===== src/rtl/fwd_operand_stage.sv =====
// ID/EX operand stage: EX/MEM and MEM/WB forwarding per operand, load-use bubble insertion.
// Latency: one cycle from ID inputs to registered outputs; id_stall_o is combinational.
// Backpressure: stall_i freezes the slot, flush_i squashes it; flush outranks stall, stall outranks the bubble.
module fwd_operand_stage #(
    parameter int DATA_W = 32,
    parameter int ADDR_W = 5
) (
    input  logic              clk_i,
    input  logic              rst_i,
    input  logic              id_valid_i,
    input  logic [ADDR_W-1:0] id_rs_i,
    input  logic [ADDR_W-1:0] id_rt_i,
    input  logic              id_use_rs_i,
    input  logic              id_use_rt_i,
    input  logic [DATA_W-1:0] id_rs_data_i,
    input  logic [DATA_W-1:0] id_rt_data_i,
    input  logic              ex_regwrite_i,
    input  logic              ex_memread_i,
    input  logic [ADDR_W-1:0] ex_rd_i,
    input  logic [DATA_W-1:0] ex_result_i,
    input  logic              mem_regwrite_i,
    input  logic [ADDR_W-1:0] mem_rd_i,
    input  logic [DATA_W-1:0] mem_data_i,
    input  logic              stall_i,
    input  logic              flush_i,
    output logic              id_stall_o,
    output logic              valid_o,
    output logic [DATA_W-1:0] op_a_o,
    output logic [DATA_W-1:0] op_b_o,
    output logic [1:0]        fwd_a_o,
    output logic [1:0]        fwd_b_o
);

    logic              w_ex_wr_nz;
    logic              w_mem_wr_nz;
    logic              w_ex_a;
    logic              w_ex_b;
    logic              w_mem_a;
    logic              w_mem_b;
    logic [1:0]        w_sel_a;
    logic [1:0]        w_sel_b;
    logic [DATA_W-1:0] w_op_a;
    logic [DATA_W-1:0] w_op_b;
    logic              w_hazard;

    logic              r_valid;
    logic [DATA_W-1:0] r_op_a;
    logic [DATA_W-1:0] r_op_b;
    logic [1:0]        r_fwd_a;
    logic [1:0]        r_fwd_b;

    // Register 0 is hardwired zero, so a write to it is never a forwarding source.
    assign w_ex_wr_nz  = ex_regwrite_i  && (ex_rd_i  != '0);
    assign w_mem_wr_nz = mem_regwrite_i && (mem_rd_i != '0);

    assign w_ex_a  = w_ex_wr_nz  && (ex_rd_i  == id_rs_i);
    assign w_ex_b  = w_ex_wr_nz  && (ex_rd_i  == id_rt_i);
    assign w_mem_a = w_mem_wr_nz && (mem_rd_i == id_rs_i);
    assign w_mem_b = w_mem_wr_nz && (mem_rd_i == id_rt_i);

    // Youngest producer wins: EX/MEM is checked before MEM/WB.
    assign w_sel_a = w_ex_a ? 2'b10 : (w_mem_a ? 2'b01 : 2'b00);
    assign w_sel_b = w_ex_b ? 2'b10 : (w_mem_b ? 2'b01 : 2'b00);

    always_comb begin
        w_op_a = id_rs_data_i;
        w_op_b = id_rt_data_i;
        case (w_sel_a)
            2'b10:   w_op_a = ex_result_i;
            2'b01:   w_op_a = mem_data_i;
            default: w_op_a = id_rs_data_i;
        endcase
        case (w_sel_b)
            2'b10:   w_op_b = ex_result_i;
            2'b01:   w_op_b = mem_data_i;
            default: w_op_b = id_rt_data_i;
        endcase
    end

    // A load's data is not ready in EX/MEM; only operands actually read can stall.
    assign w_hazard = id_valid_i && ex_memread_i && w_ex_wr_nz &&
                      ((id_use_rs_i && w_ex_a) || (id_use_rt_i && w_ex_b));

    assign id_stall_o = w_hazard && !flush_i;

    always_ff @(posedge clk_i or negedge rst_i) begin
        if (!rst_i) begin
            r_valid <= 1'b0;
            r_op_a  <= '0;
            r_op_b  <= '0;
            r_fwd_a <= 2'b00;
            r_fwd_b <= 2'b00;
        end else if (flush_i || (!stall_i && w_hazard)) begin
            r_valid <= 1'b0;
            r_op_a  <= '0;
            r_op_b  <= '0;
            r_fwd_a <= 2'b00;
            r_fwd_b <= 2'b00;
        end else if (!stall_i) begin
            r_valid <= id_valid_i;
            r_op_a  <= w_op_a;
            r_op_b  <= w_op_b;
            r_fwd_a <= w_sel_a;
            r_fwd_b <= w_sel_b;
        end
    end

    assign valid_o = r_valid;
    assign op_a_o  = r_op_a;
    assign op_b_o  = r_op_b;
    assign fwd_a_o = r_fwd_a;
    assign fwd_b_o = r_fwd_b;

endmodule

===== config.mk =====
export PLATFORM = sky130hd
export DESIGN_NAME = fwd_operand_stage
export DESIGN_NICKNAME = d
export VERILOG_FILES = /design/src/rtl/fwd_operand_stage.sv
export SDC_FILE = /design/constraint.sdc
export NUM_CORES = 1
export LEC_CHECK = 0
export ABC_AREA = 1
export CAP_MARGIN = 20
export CORE_MARGIN = 2
export CORE_UTILIZATION = 42
export DETAILED_ROUTE_END_ITERATION = 12
export GPL_TIMING_DRIVEN = 0
export PLACE_DENSITY = 0.79
export SYNTH_ARGS = -nofsm -noshare
export SYNTH_HDL_FRONTEND = slang
export SYNTH_SLANG_ARGS = --single-unit

===== constraint.sdc =====
create_clock -name clk_i -period 1.6 [get_ports clk_i]
set_clock_uncertainty 0.1 [all_clocks]
set_input_delay 0.32 -clock clk_i [delete_from_list [all_inputs] [get_ports clk_i]]
set_output_delay 0.32 -clock clk_i [all_outputs]
set_load 0.01 [all_outputs]

* After elaboration in Yosys (flattened, before gate mapping)
Index checks and enable logic that the tools add are counted.
W data, S select, Z words.
** Word-level totals
- Output and inout bits :: 70
- Word-level logic and storage cells :: 49
- Input port bits :: 158
- Flip-flop bits (word level) :: 69
** Operators by class
- Equality and inequality tests :: 9
- Reduce and logical (&&, ||, !) cells :: 19
- Multiplexer cells :: 16
** Operators with widths (count)
- $mux W32 :: 4
- $pmux W32 S2 :: 2
- $eq A5 B5 Y1 :: 4
- $logic_and A1 B1 Y1 :: 13
- $mux W2 :: 6
- $reduce_bool A5 Y1 :: 2
- $eq A2 B1 Y1 const B :: 2
- $eq A2 B2 Y1 const B :: 2
- $mux W1 :: 4
- $logic_not A1 Y1 :: 2
- $logic_or A1 B1 Y1 :: 2
- $ne A2 B1 Y1 const B :: 1

* Depth between registers and ports, before layout
- Depth in word-level cells :: 9
- Mapped depth :: 12
- Depth with buffers taken out :: 11

* Worst setup path before layout
Ideal clock, no wire load.
- Path type :: input-to-reg
- Start :: in ex_rd_i[0]
- End :: reg r_op_b[14], in the netlist op_b_o[14]
- Setup time :: 0.116 ns
- Data arrival time :: 1.361 ns
- Path buffers :: 2
- Cell stages on the path :: 10
- Path slack :: 0.023 ns
- Required time :: 1.384 ns
- Cell sequence :: xnor2_1 -> nand3_1 -> nor2_2 -> nand3_1 -> nand2_1 -> nand3_1 -> nand2_2 -> buf_6 -> buf_6 -> nor2_1
** On the way
- Word-level cells in the longest chain between the ends :: 9
- Elaborated cells on any way between the ends :: 20
- Classes of those cells :: eq/ne: 5; mux: 4; reduce/logical: 11
** RTL lines
- start: declaration :: RTL line 19 : input logic [ADDR_W-1:0] ex_rd_i,
- branches (longest 9 deep; another with $pmux W32 S2)
- end signal: assignment :: RTL line 102 : r_op_b <= w_op_b;
- end: declaration :: RTL line 48 : logic [DATA_W-1:0] r_op_b;
Several ways; the timed one is not identified. The select of a mux whose other input is x is not followed.
A chain may end at the register's enable or synchronous reset.

* Final worst setup path
- Start :: in ex_rd_i[0]
- End :: out id_stall_o
** On the way
- Word-level cells in the longest chain between the ends :: 7
- Elaborated cells on any way between the ends :: 12
- Classes of those cells :: eq/ne: 2; reduce/logical: 10
** RTL lines
- $reduce_bool A5 Y1 :: RTL line 53 : assign w_ex_wr_nz = ex_regwrite_i && (ex_rd_i != '0);
- $logic_and A1 B1 Y1 :: RTL line 53
- $logic_and A1 B1 Y1, on equally long branches :: RTL line 56, 57
- $logic_and A1 B1 Y1 :: RTL line 82 : ((id_use_rs_i && w_ex_a) || (id_use_rt_i && w_ex_b));
- $logic_or A1 B1 Y1 :: RTL line 82
- $logic_and A1 B1 Y1 * :: RTL line 81 : assign w_hazard = id_valid_i && ex_memread_i && w_ex_wr_nz &&
- $logic_and A1 B1 Y1 * :: RTL line 84 : assign id_stall_o = w_hazard && !flush_i;
- end: declaration :: RTL line 26 : output logic id_stall_o,
Mark *: on every way between the ends. The rest lies on a longest branch, timed or not.

==> impl_results.md <==
* Status: finished, violations left
* Failing checks: negative setup slack
* Post-route ant nets at 0
* Synthesis Warnings at 0
* Slew Limit Headroom at 0.513
* CP Depth at 9
* Hold WC Path Type: in -> reg
* Worst setup SP type: input port
* HP Start: id_valid_i
* GRT overflow at 0
* Post-Syn Instances at 749
* Total CTS buffers at 9
* Crit path max fanout at 3
* Critical path's top delay family: simple AND/OR/NAND/NOR gates
* Drt pass-1 iters at 6
* Input/output buffers at 226
* Period utilization at 1.16
* Most Frequent Cell on Critical Path: nand3_2
* Die Ht at 113 µm
* Highest cell delay on the worst timing path at 180 ps
* CP Launch Point: ex_rd_i[0]
* Clock root buffer: clkbuf_16
* Area delta synth->final at 81.9%
* Final core occ at 0.785
* Register clock-pin slew on the reported worst setup and hold paths at 60 ps
* Tightest Pin Transition at 730 ps
* Sequential area share after synthesis at 0.349
* Final worst slack at -252 ps
* Largest net degree at the start of global routing at 52
* Synth cell types at 25
* Clock Sinks at 69
* Final setup violation count at 70
* HPWL Detailed at 16,400 µm
* Die Wd at 113 µm
* Worst reg2reg path depth at 3
* WL/cell at 23.3 µm
* Syn_nets at 907
* Critical R2R Launch: op_a_o[5]$_DFFE_PN0P_
* I/O Pins at 228
* Core ar. at 0.0115 mm²
* Peak supply drop at 632 µV
* Place WS at -1110 ps
* Post-route minimum period at 1850 ps
* Final hold vios at 0
* Nets at 1,198
* Cell depth of the worst hold path at 3
* Vias in the first global route at 6,388
* Via density at 6.18
* Setup crit end: id_stall_o
* First-pass GRT wire length at 35,700 µm
* DRT Wirelength at 27,700 µm
* Detailed-route via count at 7,342
* DRC Markers at 0
* Unrepaired setup endpoints after global routing: yes
* Worst-Skew Late Latency at 330 ps
* Achievable Freq at 0.540 GHz
* CP max stage cell: nor2_4
* Crit Path Category: in -> out
* DR iter-0 viols at 1,170
* Leakage power total at 4.52 nW
* Reg2Reg Setup Slack at 530 ps
* Crit-path cells: buf_12 -> xnor2_4 -> nand3_2 -> nor2_4 -> nand3_2 -> nand2_2 -> nand2_1 -> nor2_1 -> buf_2
* Fin. max-slew vios at 0
* Layout cells sized above 1 at 0.265
* Initial antenna violation count at 0
* RePlAce Congestion at 0.940
* Row cnt at 39
* CTS tree: built
* Required @ worst endpoint at 1180 ps
* CP Buf/Inv Count at 2
* Die Area at 0.0127 mm²
* Multi-input logic area at 0.00321 mm²
* Total GRT Usage at 0.364
* Syn Std Cell Area at 0.00495 mm²
* Setup crit end kind: output pin
* H-tree depth at 3
* # Max-Cap Violations at 0
* Power Density at 686 mW/mm²
* Diodes inserted at 0
* Worst r2r dst: op_a_o[5]$_DFFE_PN0P_
* Clock buffer depth at 2
* Number of synthesized register bits at 69
* Number of fill cells at 765
* Synth Area per Inst at 6.61 µm²
* Initial Utilization at 0.432
* Critical path arrival at 1430 ps
* Register area at 0.00173 mm²
[placed cells by master, fill, tap and decap left out, types with 5 or more instances in the layout]
master / n
nand3_1: 189
nand2_1: 139
clkdlybuf4s50_1: 133
dlygate4sd2_1: 71
dfrtp_1: 69
nor2_1: 61
or2_2: 54
inv_1: 43
buf_6: 38
buf_4: 28
nor2_2: 27
o21ai_0: 24
clkbuf_16: 19
buf_8: 12
nand3_2: 10
clkbuf_1: 10
inv_2: 9
buf_2: 9
nand3b_1: 9
nor2_4: 8
buf_12: 8
o21ai_1: 7
nand3_4: 6
nand4_1: 6
clkbuf_2: 6
xor2_2: 5
nand2_2: 5
a21oi_1: 5
[cell type report]
| class | count | area share |
|---|---|---|
| plain buffers | 51 | 0.0578 |
| clock buffers | 12 | 0.0285 |
| clock inverters | 4 | 0.00778 |
| inverters | 54 | 0.0231 |
| multi-input cells | 577 | 0.357 |
| flip-flops and latches | 69 | 0.192 |
| well taps | 143 | 0.0199 |
| repair buffers | 278 | 0.315 |
[worst reg2reg max path, cell delays in order (launching register included)]
cell and delay, ps:
dfrtp_1 420, or2_2 320, nand2_1 90, nor2_1 40
[flip-flops by register name, summed over array words and instances (netlist names)]
| name | flops |
|---|---|
| fwd_a_o | 2 |
| fwd_b_o | 2 |
| op_a_o | 32 |
| op_b_o | 32 |
| valid_o | 1 |
[where the power goes]
| group | internal [W] | switching (W) |
|---|---|---|
| sequential | 0.00186 | 0.0000625 |
| combinational | 0.000955 | 0.000995 |
| clock | 0.00145 | 0.000854 |
[timing repair]
action	in CTS	in global routing
cloned	3	12
setup buffers	16	21
setup endpoints to repair	139	70
resized for setup	224	170
hold buffers	1	0
endpoints found under the hold margin	18	0
pin swaps	24	32
[how the worst min path moves through the flow]
stage                                        end  slack, ps
after detailed placement  op_b_o[13]$_DFFE_PN0P_        130
after CTS                    valid_o$_DFFE_PN0P_        290
after global routing         valid_o$_DFFE_PN0P_        320
after global placement    fwd_a_o[1]$_DFFE_PN0P_        420
final                        valid_o$_DFFE_PN0P_        290
after floorplan           fwd_a_o[0]$_DFFE_PN0P_        -80
[per-layer routing]
metal / global-route usage / routed length [µm] / vias to the layer above
met2: 0.560 / 11500 / 787
met1: 0.478 / 9710 / 3296
li1: - / - / 3026
met3: 0.0934 / 4010 / 233
met4: 0.178 / 2440 / 0
met5: 0 / 0 / -
[kinds of logic (layout without fill, tap and decap cells)]
kind of cell	after synthesis	in the layout	synth area share
buffers and inverters	105	399	0.0955
AOI/OAI and AO/OA	43	43	0.0435
xor gates and xnor gates	10	10	0.0177
and+or+nand+nor	522	524	0.495
DFF	69	69	0.349
[synthesized netlist by cell type]
cell,count,area (µm²)
buf_4,3,22.5
clkbuf_1,12,45.0
xor2_1,5,43.8
nor2_4,3,33.8
buf_1,2,7.51
nand2_1,147,552
buf_6,4,45.0
dfrtp_1,69,1730
xnor2_1,5,43.8
nor3_1,2,10.0
a21oi_1,9,45.0
nand3b_1,9,67.6
clkinv_1,1,3.75
nand2_2,4,25.0
buf_2,30,150
o21ai_1,5,25.0
nand3_1,202,1010
inv_1,51,191
nand3_2,2,20.0
inv_2,2,7.51
o21ai_0,29,145
nor2_1,91,342
nand4_1,6,37.5
nor2_2,2,12.5
or2_2,54,338
[per-stage QoR]
| step | hold WS (ps) | cell area, µm² | TNS (ps) | instances | power [W] |
|---|---|---|---|---|---|
| 6_report | 292 | 9010 | -9030 | 1188 | 0.00617 |
| 5_1_grt | 320 | 9010 | -11020 | 1188 | 0.00635 |
| 4_1_cts | 293 | 8070 | -85.2 | 1155 | 0.00575 |
| 2_1_floorplan | -75.6 | 4950 | 0 | 749 | 0.00260 |
| 3_3_place_gp | 420 | 7390 | -222390 | 1118 | 0.00350 |
| 3_5_place_dp | 125 | 7420 | -58800 | 1119 | 0.00352 |
(Power assumes the default switching activity.)
==> RTL change 1: new RTL, config.mk and constraints unchanged <==
The parameter `ADDR_W` goes from 5 to 6.
--- a/src/rtl/fwd_operand_stage.sv
+++ b/src/rtl/fwd_operand_stage.sv
@@ -3,7 +3,7 @@
 // Backpressure: stall_i freezes the slot, flush_i squashes it; flush outranks stall, stall outranks the bubble.
 module fwd_operand_stage #(
     parameter int DATA_W = 32,
-    parameter int ADDR_W = 5
+    parameter int ADDR_W = 6
 ) (
     input  logic              clk_i,
     input  logic              rst_i,
Ports: changed (resized ex_rd_i, id_rs_i, id_rt_i and mem_rd_i); port bits go from 228 to 232. No check against the original RTL was run, so the function may have changed too.
==> RTL change 1 against the unedited design <==
The flow still finishes with violations (setup timing); wire length fell by 7.2%; critical path depth fell by 1; non-clock buffer count rose by 10; largest cell class is now multi-input combinational cells; setup slack improved by 0.096 ns; critical endpoint unchanged; worst hold slack improved by 0.044 ns; total power fell by 2.9%; sequential cell count did not move; area after synthesis rose by 8.5%; count of clock-buffer cells in the layout fell by 2; register-to-register slack improved by 0.05 ns; final area rose by 5.3%.
==> RTL change 1: results (changes against the unedited design) <==
Status
  – Failing checks: setup timing
  – Outcome: finished, violations left

Critical path
  – Worst r2r src: op_b_o[2]$_DFFE_PN0P_
  – CP Data Arrival Time: 1.34 ns (-0.09 ns)

Logic synthesis
  – Cell variety after synth: 24 (-4.0%)
  – Avg Inst Size Synth: 6.36 um2 (-3.7%)
  – Synth Area in Compound Gates: 2.07% (-2.3 points)
  – Synth top cells by count: nand3_1 (213), nand2_1 (200), inv_1 (82)
  – Syn_nets: 1006 (+11%)

Routing
  – Final WL: 25.7 mm (-7.2%)
  – Iteration-0 DRC Markers: 1043 (-11%)
  – DRT Pass-1 Iters: 7 (+1)

Clocking
  – Post-CTS Setup Bufs: 23 (+7)
  – CTS resizes: 242 (+8.0%)

Finish
  – Post-route insts no fill: 1308 (+10%)
  – Fill count: 929 (+21%)
  – Layout cells sized above 1: 25.8% (-0.71 points)

Power
  – Leak: 4.87 nW (+7.9%)

STA
  – Setup-failing EPs final: 68 (-2.9%)
  – Total negative setup slack: -3.52 ns (+5.51 ns)
  – Setup WS post-layout: -0.157 ns (+0.0957 ns)

Placement
  – Port buffer count: 229 (+1.3%)
  – Pre-CTS setup slack: -1.17 ns (-0.0576 ns)
  – Placed Cells: 1246 (+11%)
  – Dpl cell area: 0.00796 mm2 (+7.4%)

Global routing
  – Vias in the first global route: 6664 (+4.3%)
  – Largest net degree at the start of global routing: 43 (-17%)
RTL change 1: changes by cell type after synthesis, sizes merged, moves of 2 or more:
cell | unedited run | this run
inv | 53 | 85
nand3b | 9 | 2
nand4 | 6 | 38
nor2 | 96 | 80
nand3 | 204 | 214
buf | 39 | 44
nand2 | 151 | 203
xor2 | 5 | 14
o21ai | 34 | 1
a21oi | 9 | 19
clkbuf | 12 | 20
nor3 | 2 | 0
or2 | 54 | 50
RTL change 1: layout make-up:
cell class                 instances  area [um2]  area share [%]
multi-input combinational        627        3490            36.8
timing repair buffer             275        2770            29.2
sequential                        69        1730            18.2
buffer                            64         633            6.67
inverter                          85         324            3.42
clock buffer                      10         239            2.52
tap                              172         215            2.27
clock inverter                     6        86.3           0.910
RTL change 1: worst paths after layout:
check	to	slack [ns]	depth (start not counted)
hold / removal	op_a_o[4]$_DFFE_PN0P_	0.34	2
max in group asynchronous	op_a_o[14]$_DFFE_PN0P_	0.51	3
setup reg to reg	op_b_o[2]$_DFFE_PN0P_	0.58	3
min in group clk_i	valid_o$_DFFE_PN0P_	0.44	2
setup / recovery	id_stall_o	-0.16	8
hold reg to reg	valid_o$_DFFE_PN0P_	0.44	2
RTL change 1: routing by layer:
| layer | wire [um] | part of all wire (%) | track usage, % |
|---|---|---|---|
| met1 | 9490 | 37 | 45.3 |
| met2 | 11600 | 45 | 54.1 |
| met3 | 3070 | 12 | 8.24 |
| met4 | 1540 | 6.0 | 18.0 |
| met5 | 0 | 0 | 0 |
RTL change 1: critical path, cell delays in order:
cell,delay [ns]
buf_8,0.11
or2_4,0.23
a21oi_4,0.16
nand4_1,0.13
nand2_1,0.10
nand2_1,0.07
nor2_1,0.09
buf_2,0.13
==> RTL change 2: new RTL, config.mk and constraints unchanged <==
Without the edit above. Reset style: synchronous (`rst_i`), changed in one clocked block.
--- a/src/rtl/fwd_operand_stage.sv
+++ b/src/rtl/fwd_operand_stage.sv
@@ -83,7 +83,7 @@
 
     assign id_stall_o = w_hazard && !flush_i;
 
-    always_ff @(posedge clk_i or negedge rst_i) begin
+    always_ff @(posedge clk_i) begin
         if (!rst_i) begin
             r_valid <= 1'b0;
             r_op_a  <= '0;
Formal check against the unedited RTL: differs if rst_i is asserted again (counterexample within 4 cycles, from zero or initial values and one cycle with rst_i low); with rst_i held inactive, the same outputs for 10 cycles.
==> RTL change 2 against the unedited design <==
The run still ends with setup timing left; wire length decreased by 13%; final area decreased by 2.8%; sequential cell count unchanged; total power decreased by 6.9%; worst hold slack improved by 0.056 ns; first-iteration DRC count decreased by 19%; core utilization decreased by 2.2 points; setup slack improved by 0.11 ns; area after synthesis increased by 0.15%; largest power group unchanged; highest routed layer unchanged.
==> RTL change 2: results (changes against the unedited design) <==
Routing
  – Vias: 7098 (-3.3%)
  – Vias per std cell: 5.54 (-10%)
  – Iteration-0 DRC Markers: 950 (-19%)

Logic synthesis
  – Synth top cells by count: nor2_1 (187), nand3_1 (164), nand2_1 (138)
  – Syn_nets: 1009 (+11%)
  – Mux contribution to synthesized area: 0.202% (+0.20 points)
  – Asr flop ratio synth: 0% (-100 points)
  – Post-synthesis sequential area ratio: 27.9% (-7.0 points)
  – Post-Synth XOR/XNOR Area: 1.77% (-0.0027 points)
  – Synth area leaders: dfxtp_1 (28%), nand3_1 (17%), nor2_1 (14%), nand2_1 (10%), inv_1 (8.4%)

Critical path
  – Worst path max stage delay: 0.13 ns (-0.05 ns)
  – Worst path slowest cell: buf_2
  – Worst r2r src: op_a_o[12]$_SDFFE_PP0N_
  – CP Data Arrival Time: 1.33 ns (-0.10 ns)
  – Worst r2r dst: op_a_o[12]$_SDFFE_PP0N_

Global routing
  – Vias in the first global route: 6179 (-3.3%)
  – First-pass GRT wire length: 32.9 mm (-7.8%)

Status
  – Failing checks: setup timing
  – Outcome: finished, violations left

Finish
  – Layout cells sized above 1: 21.4% (-5.2 points)
  – Fin nets: 1291 (+7.8%)

Placement
  – Dpl cell area: 0.00740 mm2 (-0.24%)
  – Placer Congestion: 0.893 (-5.0%)
  – Placed Cells: 1220 (+9.0%)
  – Pre-CTS setup slack: -1.24 ns (-0.132 ns)

STA
  – Setup-failing EPs final: 43 (-39%)
  – Worst relative slew slack: 59.5% (+8.2 points)
  – Setup WS post-layout: -0.146 ns (+0.106 ns)

Clocking
  – Clk_lat worst skew: 0.35 ns (+0.02 ns)

Power
  – Leak: 4.43 nW (-2.1%)
[RTL change 2: final cells by class]
type | count | area, um2 | area share [%]
Multi-Input combinational cell | 611 | 3270 | 37.3
Timing Repair Buffer | 272 | 2700 | 30.8
Sequential cell | 69 | 1380 | 15.8
Buffer | 58 | 474 | 5.42
Inverter | 112 | 430 | 4.92
Clock buffer | 9 | 225 | 2.57
Tap cell | 143 | 179 | 2.04
Clock inverter | 7 | 97.6 | 1.12
[RTL change 2: layer usage]
metal / vias to the layer above / wire (um) / track usage, %
met5: - / 0 / 0
met4: 0 / 1090 / 13.5
met3: 105 / 2860 / 6.86
met2: 545 / 10900 / 52.7
met1: 3163 / 9230 / 43.8
li1: 3285 / - / -
[RTL change 2: where the power goes]
group | internal [mW] | switching [mW]
sequential | 1.78 | 0.0317
clock | 1.37 | 0.887
combinational | 0.820 | 0.856
total | 3.97 | 1.77
